`src/rtl/mux4_rr_arbiter_if.sv`:
```
// rtl/mux4_rr_arbiter_if.sv - request/data/grant bundle between four requesters, the arbiter and the shared sink
interface mux4_rr_arbiter_if #(
  parameter int W = 1
);
  logic [3:0]     req;
  logic [3:0]     last;
  logic [4*W-1:0] in_data;
  logic           out_tready;
  logic [1:0]     sel;
  logic [3:0]     grant;
  logic           out_tvalid;
  logic [W-1:0]   out_tdata;
  logic           busy;

  modport master (
    output req, last, in_data, out_tready,
    input  sel, grant, out_tvalid, out_tdata, busy
  );

  modport slave (
    input  req, last, in_data, out_tready,
    output sel, grant, out_tvalid, out_tdata, busy
  );
endinterface

```
`src/rtl/mux4_rr_arbiter.sv`:
```
// rtl/mux4_rr_arbiter.sv - round-robin burst arbiter owning a shared 4:1 mux select with a valid/ready output
module mux4_rr_arbiter #(
  parameter int W         = 1,
  parameter int MAX_BURST = 4
) (
  input  logic             clk_i,
  input  logic             rst_ni,
  mux4_rr_arbiter_if.slave arb
);

  typedef enum logic {
    IDLE,
    BUSY
  } state_e;

  localparam logic [3:0] LAST_BEAT = 4'(MAX_BURST - 1);

  state_e     state_q;
  logic [1:0] sel_q;
  logic [1:0] ptr_q;
  logic [3:0] grant_q;
  logic [3:0] beat_cnt_q;
  logic       busy_q;

  logic [1:0] pick_d;
  logic       pick_vld_d;
  logic       out_valid;
  logic       xfer;
  logic       rel;

  // Scan from the highest offset down so the channel closest to ptr wins.
  always_comb begin
    pick_d     = 2'd0;
    pick_vld_d = 1'b0;
    for (int k = 3; k >= 0; k--) begin
      if (arb.req[ptr_q + 2'(k)]) begin
        pick_d     = ptr_q + 2'(k);
        pick_vld_d = 1'b1;
      end
    end
  end

  assign out_valid = (state_q == BUSY) && arb.req[sel_q];
  assign xfer      = out_valid && arb.out_tready;
  assign rel       = (xfer && (arb.last[sel_q] || (beat_cnt_q == LAST_BEAT)))
                   || ((state_q == BUSY) && !arb.req[sel_q]);

  always_ff @(posedge clk_i) begin
    if (!rst_ni) begin
      state_q    <= IDLE;
      sel_q      <= 2'd0;
      ptr_q      <= 2'd0;
      grant_q    <= 4'b0000;
      beat_cnt_q <= 4'd0;
      busy_q     <= 1'b0;
    end else begin
      case (state_q)
        IDLE: begin
          if (pick_vld_d) begin
            state_q    <= BUSY;
            sel_q      <= pick_d;
            grant_q    <= 4'b0001 << pick_d;
            beat_cnt_q <= 4'd0;
            busy_q     <= 1'b1;
          end
        end
        BUSY: begin
          // S is left alone on release so the mux keeps pointing at the last owner.
          if (rel) begin
            state_q <= IDLE;
            grant_q <= 4'b0000;
            busy_q  <= 1'b0;
            ptr_q   <= sel_q + 2'd1;
          end else if (xfer) begin
            beat_cnt_q <= beat_cnt_q + 4'd1;
          end
        end
        default: begin
          state_q <= IDLE;
        end
      endcase
    end
  end

  assign arb.sel        = sel_q;
  assign arb.grant      = grant_q;
  assign arb.busy       = busy_q;
  assign arb.out_tvalid = out_valid;
  assign arb.out_tdata  = arb.in_data[sel_q*W +: W];

endmodule
```
`src/flat_wrapper.sv`:
```
// flat-port wrapper written by rule: the top's interface ports become plain ports
module mux4_rr_arbiter_flat 
#(
  parameter int W         = 1,
  parameter int MAX_BURST = 4
)
  (clk_i, rst_ni, arb_req, arb_last, arb_in_data, arb_out_tready, arb_sel, arb_grant, arb_out_tvalid, arb_out_tdata, arb_busy);
  mux4_rr_arbiter_if #(.W(W)) arb_i ();
  input  logic clk_i;
  input  logic rst_ni;
  input wire logic [$bits(arb_i.req)-1:0] arb_req;
  input wire logic [$bits(arb_i.last)-1:0] arb_last;
  input wire logic [$bits(arb_i.in_data)-1:0] arb_in_data;
  input wire logic [$bits(arb_i.out_tready)-1:0] arb_out_tready;
  output wire logic [$bits(arb_i.sel)-1:0] arb_sel;
  output wire logic [$bits(arb_i.grant)-1:0] arb_grant;
  output wire logic [$bits(arb_i.out_tvalid)-1:0] arb_out_tvalid;
  output wire logic [$bits(arb_i.out_tdata)-1:0] arb_out_tdata;
  output wire logic [$bits(arb_i.busy)-1:0] arb_busy;
  assign arb_i.req = arb_req;
  assign arb_i.last = arb_last;
  assign arb_i.in_data = arb_in_data;
  assign arb_i.out_tready = arb_out_tready;
  assign arb_sel = arb_i.sel;
  assign arb_grant = arb_i.grant;
  assign arb_out_tvalid = arb_i.out_tvalid;
  assign arb_out_tdata = arb_i.out_tdata;
  assign arb_busy = arb_i.busy;
  mux4_rr_arbiter #(.W(W), .MAX_BURST(MAX_BURST)) u_core (.clk_i(clk_i), .rst_ni(rst_ni), .arb(arb_i));
endmodule
```
`config.mk`:
```
export PLATFORM = sky130hd
export DESIGN_NAME = mux4_rr_arbiter_flat
export DESIGN_NICKNAME = d
export VERILOG_FILES = /design/src/rtl/mux4_rr_arbiter_if.sv /design/src/rtl/mux4_rr_arbiter.sv /design/src/flat_wrapper.sv
export SDC_FILE = /design/constraint.sdc
export NUM_CORES = 1
export LEC_CHECK = 0
export CAP_MARGIN = 20
export CELL_PAD_IN_SITES_DETAIL_PLACEMENT = 0
export CELL_PAD_IN_SITES_GLOBAL_PLACEMENT = 1
export CORE_UTILIZATION = 35
export CTS_CLUSTER_DIAMETER = 40
export DETAILED_ROUTE_END_ITERATION = 10
export PLACE_DENSITY = 0.75
export SETUP_SLACK_MARGIN = 0.05
export SYNTH_ARGS = -nofsm -noshare
export SYNTH_HDL_FRONTEND = slang
export SYNTH_SLANG_ARGS = --single-unit
```
`constraint.sdc`:
```
create_clock -name clk_i -period 2.2 [get_ports clk_i]
set_input_delay 0.44 -clock clk_i [delete_from_list [all_inputs] [get_ports clk_i]]
set_output_delay 0.44 -clock clk_i [all_outputs]
set_load 0.05 [all_outputs]
```
### Word-level counts from Yosys, hierarchy flattened

Index checks and enable logic that the tools add are counted.

* $add $sub $neg: 5
* $lt $le $gt $ge: 5
* eq/ne operators: 5
* shift-type cells: 2
* multiplexer cells: 33
* bitwise operators: 1
* reduce and logical (&&, ||, !) cells: 11

Operators by type and width (number)
* 4-bit 2-to-1 mux: 5
* 4-bit one-hot mux with 2 select lines: 2
* 2-bit by 3-bit < comparator with 1-bit output (second input constant): 5
* 1-bit 2-to-1 mux: 14
* 1-bit binary-select mux with 2-bit select: 6
* 2-bit 2-to-1 mux: 4
* 2-bit inequality test (second input constant): 3
* 2-bit AND reduction: 3
* 2-bit by 1-bit adder with 2-bit output (second input constant): 2
* 2-bit adder (second input constant): 2
* 4-bit by 1-bit adder with 4-bit output (second input constant): 1
* 4-bit by 2-bit equality test with 1-bit output (second input constant): 1
* 1-bit logical AND: 4
* 1-bit one-hot mux with 2 select lines: 2
* 4-bit by 3-bit variable part select with 1-bit output: 1
* 1-bit by 2-bit << shifter with 4-bit output (first input constant): 1
* 3-bit AND reduction: 1
* 1-bit logical OR: 2
* 2-bit by 1-bit inequality test with 1-bit output (second input constant): 1
* 1-bit logical NOT: 1
* 1-bit NOT: 1

* flip-flop bits (word level): 14
* output and inout port bits: 9

### Depth between registers and ports, before layout

Gate-level depths: netlist (run 1).

* depth after elaboration: 10
* depth in mapped cells: 5
* depth with buffers taken out: 5

### Worst setup path before layout (run 1)

OpenSTA, ideal clock, no wires.

* kind: reg-to-output
* from: register u_core.sel_q[1], in the netlist u_core.arb.sel[1]
* to: output port arb_out_tvalid
* arrival time: 1.729 ns
* data required time: 1.760 ns
* setup slack: 0.031 ns
* cell stages (with the launch flop): 4
* cells stage by stage: dfxtp_1 buf_6 mux4_2 and2_1

* longest elaborated chain between the ends: 3

RTL lines
* start, declared: RTL line mux4_rr_arbiter.sv:19 `logic [1:0] sel_q;`
* start signal, assigned: RTL line mux4_rr_arbiter.sv:61 `sel_q <= pick_d;`
* 1-bit binary-select mux with 2-bit select: RTL line mux4_rr_arbiter.sv:43 `assign out_valid = (state_q == BUSY) && arb.req[sel_q];`
* 1-bit 2-to-1 mux (not written as such): RTL line mux4_rr_arbiter.sv:43
* 1-bit logical AND: RTL line mux4_rr_arbiter.sv:43
* end, declared: RTL line flat_wrapper.sv:17 `output wire logic [$bits(arb_i.out_tvalid)-1:0] arb_out_tvalid;`

Every way passes these cells. The select of a mux whose other input is x is not followed.

### Final worst setup path (run 1)

Ends and elaborated chain as after synthesis.

==> results of run 1 <==
## flip-flops by register name, summed over array words and instances (netlist names)
| signal | cells |
|---|---|
| u_core.arb.busy | 1 |
| u_core.arb.sel | 2 |
| u_core.state_q | 1 |
| u_core.ptr_q | 2 |
| u_core.arb.grant | 4 |
| u_core.beat_cnt_q | 4 |
## synth_stat cells (all sizes together)
cell type / number / area (um^2)
a211o: 1 / 10.0
a211oi: 1 / 7.51
a21boi: 1 / 7.51
a21oi: 6 / 30.0
a221o: 1 / 11.3
a221oi: 1 / 8.76
a222oi: 1 / 10.0
a31o: 2 / 17.5
a31oi: 1 / 6.26
a32o: 5 / 56.3
and2: 4 / 25.0
buf: 2 / 16.3
clkbuf: 2 / 7.51
dfxtp: 14 / 280
ha: 1 / 12.5
inv: 3 / 11.3
mux2: 2 / 26.3
mux2i: 3 / 30.0
mux4: 3 / 71.3
nand2: 5 / 18.8
nand2b: 1 / 6.26
nand3b: 1 / 7.51
nand4: 1 / 6.26
nor2: 5 / 18.8
nor2b: 6 / 37.5
nor3: 1 / 5.00
nor3b: 1 / 7.51
nor4: 1 / 12.5
nor4b: 1 / 8.76
o2111ai: 1 / 8.76
o211a: 2 / 20.0
o211ai: 1 / 7.51
o21a: 2 / 15.0
o21ai: 7 / 35.0
o31ai: 1 / 7.51
or2: 2 / 12.5
or3: 2 / 12.5
xor2: 1 / 8.76
## cells in the final DEF (no fill, tap or decap), types with 2 or more instances in the layout
master	n
mux4_2	2
mux2i_1	3
inv_1	3
o21a_1	2
or2_2	2
o211a_1	2
dfxtp_2	2
a32o_2	5
or3_1	2
and2_1	2
buf_4	12
a21oi_1	6
nor2b_1	6
a31o_2	2
nor2_1	5
clkbuf_4	3
clkdlybuf4s50_1	17
dfxtp_1	12
o21ai_0	7
nand2_1	5
dlymetal6s2s_1	4
## metal layers
metal | vias up | part of all wire, % | wire, um | GRT usage (%)
met5 | - | 0 | 0 | 0
met1 | 422 | 47 | 1060 | 22.2
li1 | 441 | - | - | -
met4 | 0 | 0.63 | 14 | 7.89
met2 | 19 | 47 | 1040 | 30.4
met3 | 2 | 5.4 | 120 | 3.48
## path summary, 6_finish.rpt
kind	start	endpoint	slack [ns]	cells past startpoint
hold reg to reg	u_core.arb.grant[0]	u_core.arb.grant[0]	0.48	1
setup / recovery	u_core.arb.sel[1]	arb_out_tvalid	0.17	3
hold / removal	u_core.arb.grant[0]	u_core.arb.grant[0]	0.48	1
setup reg to reg	u_core.arb.sel[0]	u_core.beat_cnt_q[3]	0.34	4
## repair_timing
| item | CTS | global route |
|---|---|---|
| setup endpoints to repair | 1 | 1 |
| cloned | 0 | 0 |
| gates resized for setup | 2 | 5 |
## cell families (layout without fill, tap and decap cells)
family	after synthesis	after routing	share of synthesized area [%]
buffers and inverters	7	40	3.88
xor gates and xnor gates	1	1	0.971
AOI/OAI and AO/OA	34	34	28.7
muxes	8	8	14.1
DFF	14	14	31.1
and+or+nand+nor	31	31	19.8
adders and majority gates	1	1	1.39
## worst max-delay path, cell delays in order, from the launching register on
cell,delay [ns]
dfxtp_2,0.43
mux4_2,0.55
and2_4,0.19
buf_8,0.14
## metrics by stage
step | utilization, % | power [W] | setup WS (ns)
4_1_cts | 51.1 | 0.000751 | 0.0645
6_report | 51.7 | 0.000747 | 0.169
3_5_place_dp | 49.9 | 0.000605 | 0.0180
3_3_place_gp | 49.9 | 0.000604 | 0.0142
2_1_floorplan | - | 0.000496 | 0.205
5_1_grt | 51.7 | 0.000793 | 0.106
## layout make-up
type / instances / area share (%)
Clock buffer: 3 / 1.78
Inverter: 3 / 0.888
Multi-Input combinational cell: 75 / 46.4
Sequential cell: 14 / 22.3
Tap cell: 30 / 2.96
Timing Repair Buffer: 34 / 25.6
## power by group
part / internal, W / switching, W / total, W
Sequential: 0.000276 / 0.0000298 / 0.000306
Clock: 0.0000633 / 0.0000793 / 0.000143
Combinational: 0.000143 / 0.000156 / 0.000299
==> results.json, run 1 <==
{
  "run_status": "finished clean",
  "crit_path_max_fanout": 7,
  "final-max-slew-violation-count": 0,
  "die_h_um": 52.8,
  "post-route-drc-count": 0,
  "diodes": 0,
  "dp.cells": 156,
  "wl_um": 2240,
  "slew_headroom_pct": 66.6,
  "worstMarginPinSlew_ns": 0.500,
  "clock-skew-final_ns": 0.00562,
  "critical_path_required_ns": 1.76,
  "yosysWarnings": 0,
  "synth_area_um2": 902,
  "clock_latency_ns": 0.27,
  "cellPowerDensity_mw_per_mm2": 589,
  "syn_inst": 96,
  "synth_nets": 112,
  "start_util_pct": 36.7,
  "cp-start-kind": "flip-flop",
  "grt_pass1_wl_um": 3710,
  "nets": 147,
  "ys_types": 42,
  "place_congestion": 0.701,
  "grt_max_degree": 13,
  "seq_area_frac_synth_pct": 31.1,
  "synth_seq_cells": 14,
  "clock_sinks": 14,
  "multi_input_area_um2": 589,
  "ctsHoldBuffers": 0,
  "clock-root-buffer": "clkbuf_4",
  "setup_viol": 0,
  "vias": 884,
  "clk_pin_slew_ns": 0.08,
  "fin_area_mm2": 0.00127,
  "htreeDepth": 1,
  "rsz0062_at_grt": "no",
  "grt_antenna_before_repair": 0,
  "gr-total-overflow": 0,
  "die_w_um": 52.8,
  "fp.coreArea_mm2": 0.00245,
  "avgViaCountPerCell": 5.56,
  "placedInstanceArea_mm2": 0.00123,
  "fin_crit_sh_pct": 92.3,
  "finalCriticalPeriod_ns": 2.03,
  "p_leak_nw": 0.545,
  "cts_buffers": 3,
  "vdd_drop_max_v": 0.000446,
  "max-clock-path-buffers": 2,
  "die-area_mm2": 0.00278,
  "drt-wirelength-per-cell_um": 14.1,
  "holdWs_ns": 0.481,
  "avgSynthCellArea_um2": 9.40,
  "fillerInstances": 236,
  "crit_path_end_kind": "output port",
  "drive_gt1_share_pct": 26.4,
  "grt_pass1_vias": 840,
  "rows": 18,
  "ant_nets": 0,
  "fmax_ghz": 0.492,
  "hp-class": "reg2reg",
  "portBuffers": 23,
  "register_area_um2": 283,
  "arrival_ns": 1.59,
  "hpwl_um": 1760,
  "grt_use_total_pct": 18.1,
  "tritoncts": "done",
  "hold_viol": 0,
  "cap_violations": 0,
  "dr.pass1.iters": 4,
  "ios": 24,
  "finalSetupTns_ns": 0,
  "cts_setup_buffers": 0,
  "drtIter0Drc": 17,
  "fin_cells": 159,
  "area_delta_synth_final_pct": 40.6,
  "critical_path_class": "reg2out"
}
(Power assumes the default switching activity.)
==> inputs of run 2 (changes only) <==
- CORE_UTILIZATION: 35 -> 38
- PLACE_DENSITY: 0.75 -> 0.81
- clock period: 2.2 -> 2.35 ns (I/O delays scaled with it)
==> results.json, run 2 (synthesis results as in run 1) <==
{
  "fin_cells": 155,
  "cts_setup_buffers": 0,
  "cap_violations": 0,
  "cellPowerDensity_mw_per_mm2": 563,
  "die_w_um": 50.7,
  "slew_headroom_pct": 65.8,
  "fp.coreArea_mm2": 0.00223,
  "grt_antenna_before_repair": 0,
  "hold_start": "u_core.arb.grant[2]",
  "grt_pass1_vias": 867,
  "finalCriticalPeriod_ns": 2.25,
  "diodes": 0,
  "gr-usage-met2_pct": 31.3,
  "ctsHoldBuffers": 0,
  "globalRouteMet1Util_pct": 25.6,
  "worstMarginPinSlew_ns": 0.512,
  "grt_pass1_wl_um": 3820,
  "rows": 17,
  "placedInstanceArea_mm2": 0.00121,
  "hp-class": "reg2reg",
  "ios": 24,
  "holdPathEnd": "u_core.arb.grant[2]",
  "fillerInstances": 220,
  "final-max-slew-violation-count": 0,
  "fin_area_mm2": 0.00123,
  "tritoncts": "done",
  "clock_latency_ns": 0.28,
  "rsz0062_at_grt": "no",
  "top_usage_layer": "met2",
  "r2r-end": "u_core.beat_cnt_q[3]",
  "start_util_pct": 40.4,
  "cts_resized": 0,
  "ant_nets": 0,
  "die_h_um": 50.7,
  "final_common_cell": "clkdlybuf4s50_1",
  "drive_gt1_share_pct": 22.8,
  "wl_um": 2180,
  "gr-total-overflow": 0,
  "clock_sinks": 14,
  "arrival_ns": 1.78,
  "crit_path_end_kind": "output port",
  "finalSetupTns_ns": 0,
  "fin_crit_sh_pct": 95.8,
  "dp.cells": 152,
  "area_delta_synth_final_pct": 36.5,
  "grt_max_degree": 13,
  "p_leak_nw": 0.511,
  "drt-wirelength-per-cell_um": 14.0,
  "dr.pass1.iters": 4,
  "vias": 882,
  "reg2reg_depth": 4,
  "max-clock-path-buffers": 2,
  "die-area_mm2": 0.00257,
  "avgViaCountPerCell": 5.69,
  "fmax_ghz": 0.444,
  "min_path_cells": 1,
  "clock-root-buffer": "clkbuf_4",
  "portBuffers": 23,
  "drtIter0Drc": 19,
  "hold_viol": 0,
  "setup_viol": 0,
  "vdd_drop_max_v": 0.000446,
  "clock-skew-final_ns": 0.000730,
  "crit_path_max_fanout": 2,
  "critical_path_required_ns": 1.88,
  "clk_pin_slew_ns": 0.08,
  "place_congestion": 0.744,
  "cts_buffers": 3,
  "rr_startpoint": "u_core.arb.sel[0]",
  "critical_path_class": "in2out",
  "use_met3_pct": 3.64,
  "nets": 145,
  "mostFrequentLayoutCells": "clkdlybuf4s50_1, dfxtp_1, buf_4, o21ai_0",
  "hpwl_um": 1650,
  "post-route-drc-count": 0,
  "reg2reg_slack_ns": 0.33,
  "htreeDepth": 1,
  "cp-start-kind": "input port",
  "grt_use_total_pct": 19.4,
  "run_status": "finished clean"
}
-- run 2: worst max-delay path: stages --
cell and delay [ns]:
clkdlybuf4s50_1 0.42, mux4_2 0.50, and2_1 0.20, buf_4 0.19
-- run 2: cell type report --
type                    count  area, um^2  area share [%]
clock buffers               3        22.5            1.83
inverters                   3        11.3           0.915
multi-input cells          75         587            47.7
flip-flops and latches     14         280            22.8
well taps                  28        35.0            2.85
repair buffers             32         295            24.0
-- run 2: how the worst max path moves through the flow --
stage,startpoint,endpoint,slack [ns],cells after the start
after floorplan,u_core.arb.sel[1],arb_out_tvalid,0.15,3
after CTS,u_core.arb.sel[1],arb_sel[1],0.1,2
after global placement,arb_req[3],arb_out_tvalid,0.11,4
final,arb_req[3],arb_out_tvalid,0.1,4
after global routing,arb_req[3],arb_out_tvalid,0.06,4
after detailed placement,arb_req[3],arb_out_tvalid,0.10,4
-- run 2: metrics by stage --
step | util [%] | setup slack [ns] | hold slack [ns] | power, W
2_1_floorplan | - | 0.151 | 0.459 | 0.000463
3_3_place_gp | 54.0 | 0.106 | 0.454 | 0.000559
3_5_place_dp | 54.0 | 0.104 | 0.459 | 0.000561
4_1_cts | 55.0 | 0.0961 | 0.487 | 0.000696
5_1_grt | 55.1 | 0.0580 | 0.502 | 0.000733
6_report | 55.1 | 0.0992 | 0.481 | 0.000694
-- run 2: power by group --
group / total (W) / switching (W) / internal [W]
logic: 0.000271 / 0.000143 / 0.000127
clock network: 0.000137 / 0.0000779 / 0.0000594
registers: 0.000286 / 0.0000280 / 0.000258
total: 0.000694 / 0.000249 / 0.000444
-- run 2: layer usage --
layer / part of all wire, % / vias to the layer above / wire length (um)
li1: - / 441 / -
met1: 49 / 415 / 1060
met2: 45 / 22 / 985
met3: 4.9 / 4 / 107
met4: 0.96 / 0 / 21
met5: 0 / - / 0
==> patch 1: new RTL, config.mk and constraints of run 1 <==
One comparison of `beat_cnt_q` changes from == to >=.
--- a/src/rtl/mux4_rr_arbiter.sv
+++ b/src/rtl/mux4_rr_arbiter.sv
@@ -42,7 +42,7 @@
 
   assign out_valid = (state_q == BUSY) && arb.req[sel_q];
   assign xfer      = out_valid && arb.out_tready;
-  assign rel       = (xfer && (arb.last[sel_q] || (beat_cnt_q == LAST_BEAT)))
+  assign rel       = (xfer && (arb.last[sel_q] || (beat_cnt_q >= LAST_BEAT)))
                    || ((state_q == BUSY) && !arb.req[sel_q]);
 
   always_ff @(posedge clk_i) begin
Formal check against the unedited RTL: same outputs for any inputs over 10 cycles, from zero or initial values and one cycle with rst_ni low; that may be too few to reach the edited logic, so the function may still have changed.
==> patch 1 against run 1 <==
- worst setup slack got worse by 0.067 ns
- power fell by 7.7%
- sequential power shrank 6%
- die area decreased by 18%
- synthesized area shrank 18%
- critical endpoint unchanged
- clock power is 30% higher
- via count fell by 22%
- wire length is 20% lower
- worst hold slack got worse by 0.019 ns
- final area is 14% lower
- critical path type is now in -> out
- critical path depth rose by 1
- sequential cell count stayed put
- non-clock buffer count shrank 3
- sequential share of layout area grew 3.6 points
- largest power group unchanged
==> patch 1: results (changes against run 1) <==
.. list-table::
   :header-rows: 1

   * - Metric
     - Value
   * - Time the final worst path needs with I/O delays and setup
     - 2.10 ns (+0.0674 ns)
   * - Depth of the worst register-to-register path
     - 4 (unchanged)
   * - Post-DP Area
     - 0.00103 mm2 (-16%)
   * - Later-pin clock latency in the skew report
     - 0.28 ns
   * - Reg2Reg Setup Slack
     - 0.48 ns (+0.14 ns)
   * - Worst hold-check slack
     - 0.461 ns (-0.0194 ns)
   * - Top cell family by delay on the critical path
     - buffers and inverters
   * - Largest cells by area after synthesis
     - sky130_fd_sc_hd__dfxtp_1 38%, sky130_fd_sc_hd__mux4_2 6.1%, sky130_fd_sc_hd__mux2i_1 5.4%, sky130_fd_sc_hd__nand2_1 5.1%, sky130_fd_sc_hd__mux4_1 3.6%
   * - Crit Path Max Fanout
     - 2 (-5)
   * - Fin area
     - 0.00109 mm2 (-14%)
   * - Combined global-route utilization of all metal layers
     - 17.3% (-0.87 points)
   * - Post-Synthesis Mean Instance Area
     - 9.43 um2 (+0.37%)
   * - Launch point of the worst hold path
     - u_core.beat_cnt_q[3]
   * - Average detailed-routed wire length per instance
     - 13.1 um (-7.2%)
   * - Detailed placer's ending HPWL
     - 1400 um (-21%)
   * - 1st-iter DRT viols
     - 6 (-11)
   * - Number of global-route vias before repair
     - 640 (-24%)
   * - Number of vias in the routed layout
     - 689 (-22%)
   * - Cell chosen for the clock root
     - sky130_fd_sc_hd__clkbuf_4
   * - End of the worst register-to-register path
     - u_core.arb.grant[3]
   * - Sequential share of the synthesized area
     - 38.1% (+7.0 points)
   * - Worst Path Arrival
     - 1.66 ns (+0.07 ns)
   * - Antenna diode instance count
     - 0 (unchanged)
   * - Setup slack at placement
     - 0.0104 ns (-0.00760 ns)
   * - Slowest stage delay, CP
     - 0.48 ns (-0.07 ns)
   * - Fin Clk Skew
     - 0.00645 ns (+0.000823 ns)
   * - Pin count of the biggest net entering global routing
     - 9 (-4)
   * - Number of nets produced by synthesis
     - 94 (-16%)
   * - VDD IR max
     - 0.408 mV (-8.5%)
   * - Fill cell instance count of the final layout
     - 186 (-21%)
   * - Worst hold endpoint
     - u_core.beat_cnt_q[3]
   * - Number of different library cells in the post-synthesis netlist
     - 34 (-19%)
   * - Tightest Pin Transition
     - 0.506 ns (+0.00646 ns)
   * - Most frequent cells after synthesis
     - 14 x sky130_fd_sc_hd__dfxtp_1, 10 x sky130_fd_sc_hd__nand2_1, 5 x sky130_fd_sc_hd__a21oi_1
   * - Share of post-route cells with drive strength above 1
     - 19.1% (-7.3 points)
   * - Placed Cells incl. Taps
     - 133 (-15%)
   * - Outcome
     - finished, final reports clean
   * - Routability congestion estimate
     - 0.756 (+7.8%)
   * - Standby leakage power
     - 0.465 nW (-15%)
[patch 1: layout make-up]
cell class                 count  share of cell area, %
clock buffer                   4                   3.33
timing repair buffer          31                   27.6
tap                           27                   3.10
sequential                    14                   25.9
multi-input combinational     58                   39.1
inverter                       3                   1.03
[patch 1: timing repair]
action	CTS	global route
resized for setup	2	5
setup endpoints to repair	1	1
buffers inserted	0	0
[patch 1: worst reg2reg max path: stages, from the launching register on]
cell and delay [ns]:
sky130_fd_sc_hd__dfxtp_2 0.41, sky130_fd_sc_hd__mux4_2 0.54, sky130_fd_sc_hd__or2_1 0.25, sky130_fd_sc_hd__and2_4 0.18, sky130_fd_sc_hd__a32o_1 0.25
[patch 1: worst max path at each step]
stage	start	to	slack, ns	cells after the start
after floorplan	u_core.arb.sel[0]	u_core.arb.grant[1]	0.13	5
after detailed placement	arb_req[3]	arb_out_tvalid	0.01	4
after global placement	arb_req[3]	arb_out_tvalid	0.02	4
final	arb_req[1]	arb_out_tvalid	0.10	4
after CTS	arb_req[3]	arb_out_tvalid	0.08	4
after global routing	arb_req[1]	arb_out_tvalid	0.06	4
[patch 1: cell families (layout without fill, tap and decap cells)]
| group | Yosys count | after routing | share of synthesized area, % |
|---|---|---|---|
| muxes | 7 | 7 | 15.1 |
| and+or+nand+nor | 28 | 28 | 19.6 |
| xor gates and xnor gates | 1 | 1 | 1.19 |
| AOI/OAI and AO/OA | 21 | 21 | 20.1 |
| adders and majority gates | 1 | 1 | 1.70 |
| buffers and inverters | 6 | 38 | 4.25 |
| DFF | 14 | 14 | 38.1 |
[patch 1: per-layer routing]
metal,wire length (um),global-route usage [%],vias up
met2,785,26.2,21
li1,-,-,356
met4,21,8.33,0
met1,905,23.3,308
met3,79,3.40,4
met5,0,0,-
[patch 1: power by group]
group	switching, mW	internal [mW]	total (mW)
sequential	0.0171	0.271	0.288
combinational	0.115	0.101	0.216
clock	0.0857	0.101	0.186
total	0.218	0.472	0.690
==> patch 2: new RTL, settings of run 1 <==
Made on the original files. Reset style: asynchronous (`rst_ni`), changed in one clocked block.
--- a/src/rtl/mux4_rr_arbiter.sv
+++ b/src/rtl/mux4_rr_arbiter.sv
@@ -45,7 +45,7 @@
   assign rel       = (xfer && (arb.last[sel_q] || (beat_cnt_q == LAST_BEAT)))
                    || ((state_q == BUSY) && !arb.req[sel_q]);
 
-  always_ff @(posedge clk_i) begin
+  always_ff @(posedge clk_i or negedge rst_ni) begin
     if (!rst_ni) begin
       state_q    <= IDLE;
       sel_q      <= 2'd0;
Behaviour: differs if rst_ni is asserted again (counterexample within 4 cycles, from zero or initial values and one cycle with rst_ni low); with rst_ni held inactive, the same outputs for 10 cycles.
==> patch 2 against run 1 <==
- final area down 1.3%
- synthesized area down 1.7%
- register-to-register slack worse by 0.07 ns
- worst setup slack worse by 0.11 ns
- sequential cell count unchanged
- critical path type is now in -> out
- wire length down 7.3%
- worst hold slack better by 0.039 ns
Power is not compared: it rests on default switching activity, and its combinational part moved more than twofold at a synthesized area within 25%.
==> patch 2: results (changes against run 1) <==
.. list-table::
   :header-rows: 1

   * - Metric
     - Value
   * - Placed Cells incl. Taps
     - 142 (-9.0%)
   * - Main flop type after synthesis
     - sky130_fd_sc_hd__dfrtp_1
   * - Gate Count Post-Synth
     - 83 (-14%)
   * - Headroom to the max-slew limit
     - 59.6% (-7.0 points)
   * - Outcome
     - finished, final reports clean
   * - Routability congestion estimate
     - 0.765 (+9.1%)
   * - Largest cells by area after synthesis
     - sky130_fd_sc_hd__dfrtp_1 39%, sky130_fd_sc_hd__mux2i_1 5.6%, sky130_fd_sc_hd__nand2_1 4.2%, sky130_fd_sc_hd__o32ai_4 3.1%, sky130_fd_sc_hd__mux4_1 3.0%
   * - Buffers on Ports
     - 23 (unchanged)
   * - Antenna violations before repair
     - 0 (unchanged)
   * - Combined global-route utilization of all metal layers
     - 16.9% (-1.3 points)
   * - Launch point of the worst hold path
     - u_core.arb.busy
   * - Post-DP Area
     - 0.00122 mm2 (-0.82%)
   * - Number of global-route vias before repair
     - 759 (-9.6%)
   * - Pin count of the biggest net entering global routing
     - 15 (+2)
   * - Sequential share of the synthesized area
     - 39.5% (+8.4 points)
   * - Most frequent cells after synthesis
     - 14 x sky130_fd_sc_hd__dfrtp_1, 10 x sky130_fd_sc_hd__nand2_1, 6 x sky130_fd_sc_hd__nor2_1
   * - Reg2reg start
     - u_core.arb.sel[1]
   * - Number of nets produced by synthesis
     - 99 (-12%)
   * - Crit Path Max Fanout
     - 2 (-5)
   * - Number of vias in the routed layout
     - 789 (-11%)
   * - Share of post-route cells with drive strength above 1
     - 24.6% (-1.8 points)
   * - Total detailed-routing wirelength
     - 2080 um (-7.3%)
   * - Number of different library cells in the post-synthesis netlist
     - 43 (+2.4%)
   * - Count of placed standard cells in the final layout, fillers left out
     - 146 (-8.2%)
   * - Number of buffers on the longest clock path
     - 2 (unchanged)
   * - Worst setup path startpoint
     - arb_req[1]
   * - Detailed placer's ending HPWL
     - 1630 um (-7.2%)
[patch 2: cell types whose count changed in the layout (fill, tap and decap cells not counted), sizes merged, moves of 4 or more]
cell   before  now
o21ai       7    3
a21oi       6    2
dfrtp       0   14
buf        13   17
nor2b       6    0
dfxtp      14    0
nand2       5   10
[patch 2: worst max-delay path, cell delays in order]
cell and delay [ns]:
sky130_fd_sc_hd__clkdlybuf4s50_1 0.42, sky130_fd_sc_hd__mux4_2 0.48, sky130_fd_sc_hd__and2_2 0.21, sky130_fd_sc_hd__buf_6 0.15
[patch 2: routing by layer]
| layer | track usage (%) | share of wire (%) | routed length [um] | vias up |
|---|---|---|---|---|
| met2 | 26.6 | 46 | 958 | 21 |
| li1 | - | - | - | 385 |
| met3 | 2.61 | 4.5 | 94 | 4 |
| met1 | 23.1 | 48 | 1000 | 379 |
| met5 | 0 | 0 | 0 | - |
| met4 | 6.14 | 1.0 | 21 | 0 |
[patch 2: kinds of logic (layout without fill, tap and decap cells)]
kind of cell | count (synthesis) | in the layout | share of synthesized area [%]
buffers and inverters | 8 | 43 | 5.64
and+or+nand+nor | 30 | 30 | 17.1
xor gates and xnor gates | 1 | 1 | 0.987
DFF | 14 | 14 | 39.5
AOI/OAI and AO/OA | 21 | 21 | 22.6
muxes | 8 | 8 | 12.8
adders and majority gates | 1 | 1 | 1.41
[patch 2: area by class of cell]
class,count,area [um2]
Sequential cell,14,350
Inverter,3,11.3
Clock buffer,3,22.5
Timing Repair Buffer,37,347
Multi-Input combinational cell,61,487
Fill cell,214,1040
Tap cell,28,35.0
[patch 2: power by group through the flow]
| stage | Clock (mW) | Sequential (mW) | Combinational (mW) |
|---|---|---|---|
| after global routing | 0.152 | 0.510 | 1.25 |
| after CTS | 0.141 | 0.494 | 1.16 |
| after global placement | 0 | 0.493 | 1.13 |
| after floorplan | 0 | 0.643 | 0.634 |
| final | 0.135 | 0.492 | 1.17 |
| after detailed placement | 0 | 0.496 | 1.15 |
[patch 2: worst paths after layout]
| path | slack, ns | endpoint | depth (start not counted) |
|---|---|---|---|
| hold / removal | 0.52 | u_core.arb.busy | 2 |
| max in group asynchronous | 1.26 | u_core.ptr_q[1] | 1 |
| setup / recovery | 0.06 | arb_out_tvalid | 4 |
| min in group asynchronous | 0.55 | u_core.arb.grant[2] | 1 |
| hold reg to reg | 0.52 | u_core.arb.busy | 2 |
| setup reg to reg | 0.27 | u_core.ptr_q[1] | 6 |
[patch 2: timing repair]
action	CTS	global route
setup buffers	0	1
endpoints found under the setup margin	1	2
gates resized for setup	1	1
pin swaps	0	0
